### src/rtl/udma_hyper_responder.sv
// HyperBus memory-device responder for loopback and bring-up of the uDMA HyperBus controller.
// Define HYPER_RESP_DOUBLE_LAT_EN to advertise and apply double initial latency.
module udma_hyper_responder #(
    parameter int MEM_DEPTH = 256,
    parameter int LATENCY   = 6
) (
    input  logic        sys_clk_i,
    input  logic        rstn_i,
    input  logic        hyper_reset_ni,
    input  logic        hyper_cs_ni,
    input  logic [15:0] hyper_dq_i,
    input  logic        hyper_dq_oe_i,
    input  logic [1:0]  hyper_rwds_i,
    input  logic        hyper_rwds_oe_i,
    output logic [15:0] hyper_dq_o,
    output logic        hyper_dq_oe_o,
    output logic [1:0]  hyper_rwds_o,
    output logic        hyper_rwds_oe_o,
    output logic        busy_o,
    output logic        err_o
);

    localparam int AW = $clog2(MEM_DEPTH);
`ifdef HYPER_RESP_DOUBLE_LAT_EN
    localparam int         LAT_CYC = 2 * LATENCY;
    localparam logic [1:0] CA_RWDS = 2'b11;
`else
    localparam int         LAT_CYC = LATENCY;
    localparam logic [1:0] CA_RWDS = 2'b00;
`endif
    localparam logic [15:0] CR0_RESET = 16'h8F1F;

    typedef enum logic [2:0] {IDLE, CA, LAT, RD, WR, REGWR, DRAIN} state_t;

    state_t        state;
    logic [15:0]   mem [MEM_DEPTH];
    logic [15:0]   ram_q;
    logic [15:0]   ca_hi;
    logic [15:0]   ca_mid;
    logic          ca_last;
    logic [7:0]    lat_cnt;
    logic [AW-1:0] addr;
    logic [15:0]   cr0;
    logic [31:0]   ca_addr;
    logic          mem_we;
    logic          unused_ok;

    // Word address is CA[44:16] concatenated with CA[2:0]; only the low AW bits index the RAM.
    assign ca_addr   = {ca_hi[12:0], ca_mid, hyper_dq_i[2:0]};
    assign mem_we    = (state == WR) && !hyper_cs_ni && hyper_reset_ni && hyper_dq_oe_i;
    assign unused_ok = ^{ca_addr[31:AW], hyper_rwds_oe_i};

    function automatic logic [AW-1:0] next_addr(input logic [AW-1:0] a, input logic lin);
        logic [AW-1:0] n;
        if (lin) begin
            n = a + AW'(1);
        end else begin
            n      = a;
            n[3:0] = a[3:0] + 4'd1;
        end
        return n;
    endfunction

    always_ff @(posedge sys_clk_i) begin
        if (mem_we) begin
            if (!hyper_rwds_i[1]) mem[addr][15:8] <= hyper_dq_i[15:8];
            if (!hyper_rwds_i[0]) mem[addr][7:0]  <= hyper_dq_i[7:0];
        end
        ram_q <= mem[addr];
    end

    always_ff @(posedge sys_clk_i or negedge rstn_i) begin
        if (!rstn_i) begin
            state           <= IDLE;
            ca_hi           <= '0;
            ca_mid          <= '0;
            ca_last         <= 1'b0;
            lat_cnt         <= '0;
            addr            <= '0;
            cr0             <= CR0_RESET;
            err_o           <= 1'b0;
            busy_o          <= 1'b0;
            hyper_dq_o      <= '0;
            hyper_dq_oe_o   <= 1'b0;
            hyper_rwds_o    <= '0;
            hyper_rwds_oe_o <= 1'b0;
        end else if (!hyper_reset_ni || hyper_cs_ni) begin
            state           <= IDLE;
            busy_o          <= 1'b0;
            hyper_dq_o      <= '0;
            hyper_dq_oe_o   <= 1'b0;
            hyper_rwds_o    <= '0;
            hyper_rwds_oe_o <= 1'b0;
            if (!hyper_reset_ni) cr0 <= CR0_RESET;
        end else begin
            case (state)
                IDLE: begin
                    busy_o <= 1'b1;
                    if (!hyper_dq_oe_i) begin
                        err_o <= 1'b1;
                        state <= DRAIN;
                    end else begin
                        ca_hi           <= hyper_dq_i;
                        ca_last         <= 1'b0;
                        state           <= CA;
                        hyper_rwds_oe_o <= 1'b1;
                        hyper_rwds_o    <= CA_RWDS;
                    end
                end
                CA: begin
                    if (!hyper_dq_oe_i) begin
                        err_o           <= 1'b1;
                        state           <= DRAIN;
                        hyper_rwds_oe_o <= 1'b0;
                        hyper_rwds_o    <= '0;
                    end else if (!ca_last) begin
                        ca_mid  <= hyper_dq_i;
                        ca_last <= 1'b1;
                    end else begin
                        err_o           <= 1'b0;
                        hyper_rwds_oe_o <= 1'b0;
                        hyper_rwds_o    <= '0;
                        addr            <= ca_addr[AW-1:0];
                        if (ca_hi[14] && !ca_hi[15]) begin
                            state <= REGWR;
                        end else begin
                            state   <= LAT;
                            lat_cnt <= 8'(LAT_CYC - 1);
                        end
                    end
                end
                LAT: begin
                    // Reads start prefetching two cycles before the first data cycle.
                    if (ca_hi[15] && (lat_cnt <= 8'd1)) addr <= next_addr(addr, ca_hi[13]);
                    if (lat_cnt == 8'd0) begin
                        if (ca_hi[15]) begin
                            state           <= RD;
                            hyper_dq_o      <= ca_hi[14] ? cr0 : ram_q;
                            hyper_dq_oe_o   <= 1'b1;
                            hyper_rwds_o    <= 2'b10;
                            hyper_rwds_oe_o <= 1'b1;
                        end else begin
                            state <= WR;
                        end
                    end else begin
                        lat_cnt <= lat_cnt - 8'd1;
                    end
                end
                RD: begin
                    hyper_dq_o <= ca_hi[14] ? cr0 : ram_q;
                    addr       <= next_addr(addr, ca_hi[13]);
                end
                WR: begin
                    if (hyper_dq_oe_i) addr <= next_addr(addr, ca_hi[13]);
                end
                REGWR: begin
                    if (hyper_dq_oe_i) cr0 <= hyper_dq_i;
                    state <= DRAIN;
                end
                DRAIN: begin
                    state <= DRAIN;
                end
                default: begin
                    state  <= IDLE;
                    busy_o <= 1'b0;
                end
            endcase
        end
    end

endmodule

### config.mk
export PLATFORM = sky130hd
export DESIGN_NAME = udma_hyper_responder
export DESIGN_NICKNAME = d
export VERILOG_FILES = /design/src/rtl/udma_hyper_responder.sv
export SDC_FILE = /design/constraint.sdc
export NUM_CORES = 2
export LEC_CHECK = 0
export BUFFER_PORTS_ARGS = -buffer_cell sky130_fd_sc_hd__buf_4
export CAP_MARGIN = 30
export CELL_PAD_IN_SITES_DETAIL_PLACEMENT = 1
export CELL_PAD_IN_SITES_GLOBAL_PLACEMENT = 2
export CORE_UTILIZATION = 47
export DETAILED_ROUTE_END_ITERATION = 8
export GPL_ROUTABILITY_DRIVEN = 0
export PLACE_DENSITY = 0.77
export REMOVE_ABC_BUFFERS = 1
export SLEW_MARGIN = 5
export SYNTH_ARGS = -nofsm -noshare
export SYNTH_HDL_FRONTEND = slang
export SYNTH_SLANG_ARGS = --single-unit
### constraint.sdc
create_clock -name sys_clk_i -period 2.9 [get_ports sys_clk_i]
set_clock_uncertainty 0.05 [all_clocks]
set_input_delay 0.58 -clock sys_clk_i [delete_from_list [all_inputs] [get_ports sys_clk_i]]
set_output_delay 0.58 -clock sys_clk_i [all_outputs]
set_load 0.02 [all_outputs]
; Word-level counts from Yosys, hierarchy flattened
; Memories as Yosys holds them, arrays and structs flattened. A register that Yosys moved wholly into a read port is not among the register bits.
; Cells that the tools add are included.
[word_totals]
regBits = 79
ramBits = 4096
wordCells = 134
memories = 1
[op_classes]
addsub = 3
n_lt_le_gt_ge = 1
n_eq_ne = 22
muxes = 57
bitwise = 2
n_reduce_logical = 35
[mem_list]
columns = memory, words, width, rd, rd_clocked_by_memory_dff, wr, line
row1 = mem, 256, 16, 1, 1, 1, 36  ; logic [15:0] mem [MEM_DEPTH];
[op_table]
columns = operator, n
row1 = $mux W16, 8
row2 = $mux W8, 9
row3 = $pmux W16 S2, 1
row4 = $pmux W8 S4, 1
row5 = $mux W3, 7
row6 = $mux W1, 18
row7 = $ne A2 B2 Y1 const B, 9
row8 = $pmux W8 S2, 1
row9 = $pmux W3 S5, 1
row10 = $reduce_and A3 Y1, 5
row11 = $reduce_bool A2 Y1, 7
row12 = $mux W2, 6
row13 = $ne A3 B3 Y1 const B, 4
row14 = $reduce_and A4 Y1, 3
row15 = $reduce_and A6 Y1, 2
row16 = $eq A3 B3 Y1 const B, 3
row17 = $add A8 B1 Y8 const B, 1
row18 = $le A8 B1 Y1 const B, 1
row19 = $logic_not A8 Y1, 1
row20 = $reduce_bool A4 Y1, 2
row21 = $sub A8 B1 Y8 const B, 1
row22 = $eq A3 B2 Y1 const B, 2
row23 = $pmux W1 S2, 3
row24 = $pmux W2 S3, 1
row25 = 14 further kinds, 23

; Depth between registers and ports, before layout
[logic_depth]
word_depth = 7
depth_mapped = 10

; Worst setup path before layout
; No wires, ideal clock.
[synth_timing]
path_type = input to register
startpoint = in hyper_dq_oe_i
endpoint = mem mem[136][0], enable pin
setup_ns = 0.370
arrival_ns = 2.539
path_slack_ns = -0.059
path_stages = 7
path_cell_list = clkbuf_1 nand2_1 nor4_2 buf_2 nand3_1 clkbuf_1 nor2_1
[synth_via]
elab_chain_cells = 3
[synth_rtl]
columns = element, line
row1 = start: declaration, 12  ; input logic hyper_dq_oe_i,
row2 = $logic_and A1 B1 Y1, 50  ; assign mem_we = (state == WR) && !hyper_cs_ni && hyper_reset_ni && hyper_dq_oe_i;
row3 = $mux W1, 65  ; if (mem_we) begin
row4 = $mux W1 (implied by the code), 67  ; if (!hyper_rwds_i[0]) mem[addr][7:0] <= hyper_dq_i[7:0];
row5 = end: declaration, 36
; No other way between the ends.

==> summary.md <==
The run finished, with violations left. The final reports fail on negative setup slack. The count of final max-slew check failures was 0.

After layout, the minimum clock period comes to 3.14 ns. At the end of the flow the core is filled with cells to 57.0%. The filler cells instantiated in the layout total 28700.

Dominant register cell in the synthesized netlist: sky130_fd_sc_hd__edfxtp_1. The critical path goes through buf_12 > buf_16 > buf_4 > buf_4 > mux4_2 > a22oi_1 > a21oi_1 > o41ai_2 > buf_4 > nand4_1. The logs give 3.69 ns for the required time of the critical path and 12600 for the cell count after placement. TritonCTS built the clock tree. The width of the die came out at 585 µm. The number of buffers between clock root and the deepest sink was 4; the smallest hold slack was 0.0383 ns. Average instance area after synthesis: 21.7 µm².

Number of enable-type register cells in the synthesized netlist: 4096. By count the netlist is led by sky130_fd_sc_hd__edfxtp_1, sky130_fd_sc_hd__mux4_2, sky130_fd_sc_hd__nor2_1. The number of nets in the layout is 8665.

The cell seen most often among critical-path stages is sky130_fd_sc_hd__buf_4. For the total core area, the log shows 337000 µm². The detailed router finished its first iteration with 9577 violations. The largest total area in the synthesized netlist belongs to sky130_fd_sc_hd__edfxtp_1.

In this run the remaining antenna-violating nets after routing total 0. Summed over all layers, the routed wires come to 446 mm. Peak per-stage delay on the critical path: 0.51 ns.

Clock-pin slew was measured on the worst setup and hold paths at 0.07 ns. For this block, the via count after detailed routing is 82800. Dividing the detail-routed wire length by the instance count gives 33.0 µm. Summing all flip-flop and latch instances after layout gives 125000 µm².

The share of synthesized registers carrying an async set or reset is 1.56%, and the overall fraction of global-route tracks in use is 25.8%. The tree is rooted in a sky130_fd_sc_hd__clkbuf_16. For this run, the number of Yosys warnings is 0.

The total of flip-flops plus latches after synthesis was 4177; the static leakage was 0.0613 µW. The tools report the number of clock buffers inserted by TritonCTS as 406. For the number of violations of the max-capacitance limit, the log shows 0. STA puts the critical path data arrival time at 3.92 ns. In the routed design, unresolved DRC markers number 0.

The min-delay analysis places its worst path in the category in -> reg. The die covers 342000 µm². Once layout is complete, the cells apart from fillers number 13500. The final worst setup slack was -0.239 ns. The tools report the number of antenna violations at the first check in global routing as 11.

Start-to-end type of the worst setup path: reg -> reg. Once layout is done, the placed cells without fillers occupy 192000 µm². Ratio of routed vias to standard cells: 6.13. The tools report the final HPWL from detailed placement as 268 mm. VDD sags by at most 0.751 mV. The tools report the kind of launch point of the worst setup path as a flip-flop. The netlist uses 57 different library cells. Cells with a size suffix above 1 make up 37.3% of the layout.

For the headroom to the max-slew limit, the log shows 38.6%. The run gives 117 as the largest net degree at the start of global routing. STA classifies the critical path endpoint as a flip-flop. Setup repair after global routing could not meet its margin everywhere. The first-pass iteration count of the detailed router is 6, and the effective utilization at floorplan is 47.4%. The number of buffers and inverters on the critical path is 5. The logs give 5 for the depth of the CTS H-tree and 171000 µW for the total power. The number of instances in the synthesized netlist was 7373; the y dimension of the die was 585 µm. Most numerous cell in the Yosys netlist: sky130_fd_sc_hd__edfxtp_1. Dividing the final minimum period by the clock period gives 108%. Yosys attributes the largest share of cell area to sky130_fd_sc_hd__edfxtp_1, sky130_fd_sc_hd__mux4_2, sky130_fd_sc_hd__a22oi_1. The clock latency on the worst-skew pair came out at 0.97 ns.

Number of setup violations in the final report: 16. For this run, the register share of the synthesized area comes to 78.2%. The tools report the post-placement cell area as 175000 µm². Power spread over the standard cell area amounts to 891 nW/µm². Summing all multi-input logic gate instances after layout gives 34900 µm². Via count of the first global-routing pass: 87700. Broken down by cell family, the worst path's largest delay share belongs to compound AO/OA/AOI/OAI gates. Slowest cell on the critical path: sky130_fd_sc_hd__mux4_2. The synthesis-to-layout area growth was 20.4%; the portion of synthesized cell area occupied by the leading cell type was 77.0%. The final number of hold-violating endpoints is 0. The wire length of the first global-routing pass is 636 mm.

The quantity of I/O buffers inserted on ports was 43. The transition at the pin with the smallest max-transition slack is 0.921 ns. The maximum net fanout on the critical path is 8. In this run the core area contains 213 standard-cell rows. Summed over all layers, the global routing overflow is 0. After synthesis the cells add up to 160000 µm². For the top-level port count, the log shows 46. Derived from the worst setup path, the maximum achievable clock frequency is 319 MHz. CTS saw 4177 sinks.
cell type report:
cell class,instances,area share (%)
Sequential cell,4177,65.0
Multi-Input combinational cell,2714,18.2
Timing Repair Buffer,1329,7.13
Clock buffer,517,5.57
Tap cell,4515,2.94
Clock inverter,241,1.22
Inverter,6,0.0130
Antenna cell,3,0.00390
registers in the layout (all words and copies together), names as in the netlist, 3 cells and up:
signal,cells
mem,4096
cr0,16
hyper_dq_o,16
ram_q,16
addr,8
lat_cnt,8
ca_mid,5
ca_hi,3
state,3
stage by stage:
step	TNS, ns	worst slack (ns)
final	-2.59	-0.239
after global routing	-3.40	-0.296
after CTS	-2.74	-0.224
after detailed placement	-7.06	-0.706
after global placement	-7.58	-1.08
after floorplan	-	-38.90
cell families after synthesis:
group	count (synthesis)	synth area share [%]
compound gates	907	3.88
buf+inv	482	1.29
simple gates	742	1.91
mux	1052	14.6
other cells	1	0.00235
flops	4177	78.2
fa+ha+maj	7	0.0548
xor+xnor	5	0.0274
worst paths after layout:
path / from / to / slack (ns) / depth (start not counted)
setup / recovery: addr[0] / ram_q[0] / -0.24 / 10
hold / removal: hyper_dq_i[13] / mem[73][13] / 0.04 / 1
setup reg to reg: addr[0] / ram_q[0] / -0.24 / 10
hold reg to reg: hyper_dq_o[3] / hyper_dq_o[3] / 0.44 / 2
max in group asynchronous: rstn_i / hyper_dq_o[2] / 0.92 / 4
min in group asynchronous: rstn_i / hyper_rwds_oe_o / 0.55 / 3
per-layer routing:
layer / track usage, % / up-vias / share of wire, %
met5: 0 / - / 0.0025
met4: 9.50 / 2 / 4.0
met3: 3.52 / 754 / 7.3
met2: 43.3 / 3809 / 50
met1: 34.8 / 44600 / 38
li1: - / 33700 / -
where the power goes:
part / total, µW / internal, µW / switching, µW
combinational: 51600 / 23700 / 27900
sequential: 67200 / 66500 / 643
clock: 52600 / 29700 / 22900
total: 171000 / 120000 / 51500
cell usage in the layout, fill, tap and decap left out, drive strengths merged, types with 6 or more instances in the layout:
master	synthesis	routed
a21boi	7	7
a21oi	271	271
a22oi	512	512
buf	174	1303
bufbuf	0	6
bufinv	0	39
clkbuf	302	527
clkinv	0	171
clkinvlp	0	13
dfrtp	55	55
dfstp	10	10
dfxtp	16	16
dlygate4sd3	0	10
edfxtp	4096	4096
ha	7	7
inv	6	24
mux2	10	10
mux2i	18	18
mux4	1024	1024
nand2	94	94
nand2b	8	8
nand3	48	48
nand4	16	16
nor2	534	534
nor2b	10	10
o21ai	18	18
o31ai	17	17
o41ai	65	65
timing repair:
item / in CTS / in global routing
hold buffers: 10 / 0
setup endpoints to repair: 16 / 1720
endpoints found under the hold margin: 189 / 0
buffers inserted: 61 / 37
gates resized for setup: 308 / 258
cloned: 16 / 10
pin swaps: 58 / 65
No activity file was read; power rests on OpenSTA's default activity.
